===== src/rtl/timer_bank.sv =====
// timer_bank: CHANNELS independent programmable interval timers with per-channel
// period and mode (off / periodic / one-shot), a global pause, and registered outputs.
module timer_bank #(
    parameter int CHANNELS     = 4,
    parameter int WIDTH        = 25,
    parameter int RESET_PERIOD = 13500000,
    localparam int CW          = (CHANNELS > 1) ? $clog2(CHANNELS) : 1
) (
    input  logic                clk,
    input  logic                rst,
    input  logic                pause,
    input  logic                cfg_we,
    input  logic [CW-1:0]       cfg_ch,
    input  logic [WIDTH-1:0]    cfg_period,
    input  logic [1:0]          cfg_mode,
    output logic [CHANNELS-1:0] overflow,
    output logic [CHANNELS-1:0] toggle,
    output logic [CHANNELS-1:0] running
);

    typedef enum logic {IDLE = 1'b0, RUN = 1'b1} state_t;

    localparam logic [WIDTH-1:0] RST_PERIOD    = WIDTH'(RESET_PERIOD);
    localparam logic [WIDTH-1:0] ONE           = WIDTH'(1);
    localparam logic [1:0]       MODE_PERIODIC = 2'd1;
    localparam logic [1:0]       MODE_ONESHOT  = 2'd2;

    logic [WIDTH-1:0]    period_r  [CHANNELS];
    logic [WIDTH-1:0]    counter_r [CHANNELS];
    logic [1:0]          mode_r    [CHANNELS];
    state_t              state_r   [CHANNELS];
    logic [CHANNELS-1:0] wr_sel_s;

    // Modes 0 and 3 both park the channel; only 1 and 2 count.
    function automatic logic mode_runs(input logic [1:0] mode);
        return (mode == MODE_PERIODIC) || (mode == MODE_ONESHOT);
    endfunction

    // Decode the config write; out-of-range channel numbers match no channel.
    always_comb begin
        wr_sel_s = '0;
        for (int i = 0; i < CHANNELS; i++) begin
            if (cfg_we && (32'(cfg_ch) == 32'(i))) begin
                wr_sel_s[i] = 1'b1;
            end else begin
                wr_sel_s[i] = 1'b0;
            end
        end
    end

    // Per-channel counter, FSM and output flops; a write beats a same-cycle terminal count.
    always_ff @(posedge clk) begin
        for (int i = 0; i < CHANNELS; i++) begin
            if (rst) begin
                counter_r[i] <= '0;
                period_r[i]  <= RST_PERIOD;
                mode_r[i]    <= MODE_PERIODIC;
                state_r[i]   <= RUN;
                overflow[i]  <= 1'b0;
                toggle[i]    <= 1'b0;
                running[i]   <= 1'b1;
            end else if (wr_sel_s[i]) begin
                counter_r[i] <= '0;
                period_r[i]  <= cfg_period;
                mode_r[i]    <= cfg_mode;
                overflow[i]  <= 1'b0;
                if (mode_runs(cfg_mode)) begin
                    state_r[i] <= RUN;
                    running[i] <= 1'b1;
                end else begin
                    state_r[i] <= IDLE;
                    running[i] <= 1'b0;
                end
            end else begin
                case (state_r[i])
                    RUN: begin
                        if (pause) begin
                            overflow[i] <= 1'b0;
                        end else if (counter_r[i] == period_r[i]) begin
                            counter_r[i] <= '0;
                            overflow[i]  <= 1'b1;
                            toggle[i]    <= ~toggle[i];
                            if (mode_r[i] == MODE_ONESHOT) begin
                                state_r[i] <= IDLE;
                                running[i] <= 1'b0;
                            end else begin
                                state_r[i] <= RUN;
                                running[i] <= 1'b1;
                            end
                        end else begin
                            counter_r[i] <= counter_r[i] + ONE;
                            overflow[i]  <= 1'b0;
                        end
                    end
                    IDLE: begin
                        counter_r[i] <= '0;
                        overflow[i]  <= 1'b0;
                        running[i]   <= 1'b0;
                    end
                    default: begin
                        counter_r[i] <= '0;
                        overflow[i]  <= 1'b0;
                        state_r[i]   <= IDLE;
                        running[i]   <= 1'b0;
                    end
                endcase
            end
        end
    end

endmodule


===== config.mk =====
export PLATFORM = sky130hd
export DESIGN_NAME = timer_bank
export DESIGN_NICKNAME = d
export VERILOG_FILES = /design/src/rtl/timer_bank.sv
export SDC_FILE = /design/constraint.sdc
export NUM_CORES = 1
export LEC_CHECK = 0
export ABC_AREA = 1
export CORE_ASPECT_RATIO = 0.5
export CORE_MARGIN = 4
export CORE_UTILIZATION = 57
export DETAILED_ROUTE_END_ITERATION = 16
export PLACE_DENSITY = 0.72
export RECOVER_POWER = 25
export SYNTH_ARGS = -nofsm -noshare
export SYNTH_HDL_FRONTEND = slang
export SYNTH_SLANG_ARGS = --single-unit

===== constraint.sdc =====
create_clock -name clk -period 7 [get_ports clk]
set_input_delay 1.05 -clock clk [delete_from_list [all_inputs] [get_ports clk]]
set_output_delay 1.05 -clock clk [all_outputs]
set_load 0.005 [all_outputs]

==> run metrics <==
syn nets 1702; worst setup margin 3.77 ns; Sequential cell area 6600 um2; crit path kind in -> reg; type of the most critical hold path reg -> reg; CTS max path bufs 3; CTS tree built; Final Hold Fails 0; Critical R2R Launch counter_r[3][4]$_SDFFCE_PP0P_; most common cell after layout, fill and taps aside nand2_1; synth unique cells 40; filler cell count 1905; Lkg Pwr 6.09 nW; CTS resizes 0; Mapped Avg Cell Area 7.83 um2; Starting Density 59.1%; commonest cells after routing, fill and taps aside nand2_1 (571), inv_1 (286), nor2_1 (235); Required @ worst endpoint 7.35 ns; Peak VDD IR 0.153 mV; Worst-Margin Slew 1.09 ns; Placer Congestion 0.902; PwrDens 217 nW/um2; Starting DRT DRC Count 1103; Nets 1755; Hold Path Depth 2; area growth from synthesis to layout 10.6%; r2r worst-path depth 9; DR DRC count 0; Clock transition at path regs 0.07 ns; CORE AREA 22100 um2; type of origin of the critical path input pin; area of the multi-input gates 5170 um2; Slew Limit Fails 0; RSZ-0062 raised after global routing no; Tcrit/Tclk final 46.1%; global route overflow 0; Worst R2R Setup Slack 4.71 ns; Die X 222 um; status completed; # placed instances 1995; Final Setup Violations 0; # rows 38; ys flop type edfxtp_1; TritonCTS Buffers 21; # Post-CTS Setup Buffers 0; CP Capture Type flip-flop; Worst Path Arrival 3.58 ns; slew margin rel. 27.3%; #FFs+latches synth 224; critical path depth 6; Worst path slowest cell nor2_1; Hold Path Sink running[1]$_SDFFE_PP1P_; number of vias per cell 5.29; layout cells sized above 1 6.06%; number of buffers inserted by hold repair at cts 0; EDFF count, synth 211; sequential area share after synthesis 50.6%; PortBufs 44; FF-to-FF End counter_r[3][24]$_SDFFCE_PP0P_; antenna viol nets, final 0; Post-DP HPWL 23800 um; Hold Slack 0.514 ns; total number of vias 10750; Max-cap violations 0; total negative slack 0 ns; die footprint 25500 um2; CTS Sinks 224; Place WS 3.43 ns; Total GRT Usage 25.3%; mapped cell area 13000 um2; first-pass GRT wire length 51500 um; Ports 45; H-tree Lvls 1; initial antenna violation count 0; final worst path period need 3.23 ns; Hold Crit Start running[1]$_SDFFE_PP1P_; crit-path max FO 16; Critical Path, Cell by Cell dlygate4sd3_1, nor3_1, inv_1, nor2_1, inv_1, nor2_1; Post-Syn Instances 1665; Root Driver clkbuf_16; clk_skew 0.0135 ns; 1st-pass router iterations 5; Post-Layout Cell Count 2033; Routed WL 31900 um; Die Ht 115 um; yosys synthesis warning count 0; Worst path max stage delay 0.83 ns; CP bufs+invs 3; Routed WL per cell 15.7 um; async set-or-reset flop fraction in the synthesized netlist 0%; worst skew pair latency 0.51 ns; largest net degree at the start of global routing 28; Max Clk Rate 310 MHz; critical path's top delay family simple AND/OR/NAND/NOR gates; number of global-route vias before repair 10178
-- through the flow --
| step | utilization [%] | total power [mW] | instance area (um2) |
|---|---|---|---|
| floorplan | - | 1.87 | 13000 |
| global placement | 62.4 | 1.97 | 13800 |
| detailed placement | 62.4 | 1.99 | 13800 |
| CTS | 65.4 | 3.14 | 14400 |
| global route | 65.3 | 3.26 | 14400 |
| finish | 65.4 | 3.13 | 14400 |
-- power by group --
group          switching [mW]  total, mW  internal [mW]
Sequential             0.0810       1.64           1.56
Combinational           0.214      0.323          0.109
Clock                   0.502       1.16          0.662
Total                   0.797       3.13           2.33
-- state kept, by name, summed over array words and instances (netlist names) --
| signal | cells |
|---|---|
| toggle | 4 |
| running | 4 |
| state_r | 4 |
| mode_r | 8 |
| counter_r | 100 |
| overflow | 4 |
| period_r | 100 |
-- tightest hold or removal path, stage by stage, from the launching register on --
cell,delay [ns]
dfxtp_1,0.32
nand3_1,0.08
nand3_1,0.07
-- per-layer routing --
layer / vias to the layer above / track usage, % / share of wire, %
met5: - / 0 / 0
met4: 0 / 5.62 / 2.0
met3: 53 / 4.90 / 7.7
met2: 359 / 40.4 / 44
met1: 5009 / 36.6 / 46
li1: 5329 / - / -
-- worst max path at each step --
stage,from,end,slack (ns)
2_1_floorplan,rst,counter_r[2][0]$_SDFFCE_PP0P_,4.07
3_3_place_gp,rst,counter_r[0][14]$_SDFFCE_PP0P_,3.51
3_5_place_dp,rst,counter_r[1][22]$_SDFFCE_PP0P_,3.43
4_1_cts,rst,counter_r[0][2]$_SDFFCE_PP0P_,3.97
5_1_grt,cfg_ch[0],period_r[2][24]$_SDFFCE_PN0P_,3.57
6_report,cfg_ch[0],period_r[2][1]$_SDFFCE_PN0P_,3.77
-- synth_stat cells (all sizes together), types with 2 or more instances --
library cell,n,share of area [%]
dfxtp,13,2.0
inv,295,8.5
o22ai,3,0.14
xor2,34,2.3
or2,11,0.53
clkbuf,12,0.36
nor4,3,0.14
o21ai,14,0.80
xnor2,19,1.3
nand2,575,17
nand3,55,2.2
edfxtp,211,49
a21oi,34,1.7
a31oi,2,0.096
ha,4,0.38
nand4,36,1.8
nor3,68,3.2
buf,10,0.80
nor3b,14,0.81
nor2,249,7.6
-- cell type report --
class                   count  share of cell area, %
well taps                 300                   2.60
inverters                 296                   7.71
flip-flops and latches    224                   45.8
clock buffers              26                   3.78
diodes                      1                 0.0174
repair buffers             52                   3.39
clock inverters            11                  0.868
multi-input cells        1123                   35.9
-- cells by family (layout without fill, tap and decap cells) --
| kind of cell | Yosys count | count (layout) | synth area share, % |
|---|---|---|---|
| adder cells (fa/ha/maj) | 4 | 4 | 0.384 |
| XOR/XNOR | 53 | 53 | 3.56 |
| buffers and inverters | 318 | 385 | 9.68 |
| AND/OR/NAND/NOR | 1012 | 1012 | 33.0 |
| AO/OA/AOI/OAI | 54 | 54 | 2.77 |
| flip-flops | 224 | 224 | 50.6 |
| other | 0 | 1 | 0 |
(Power assumes the default switching activity.)
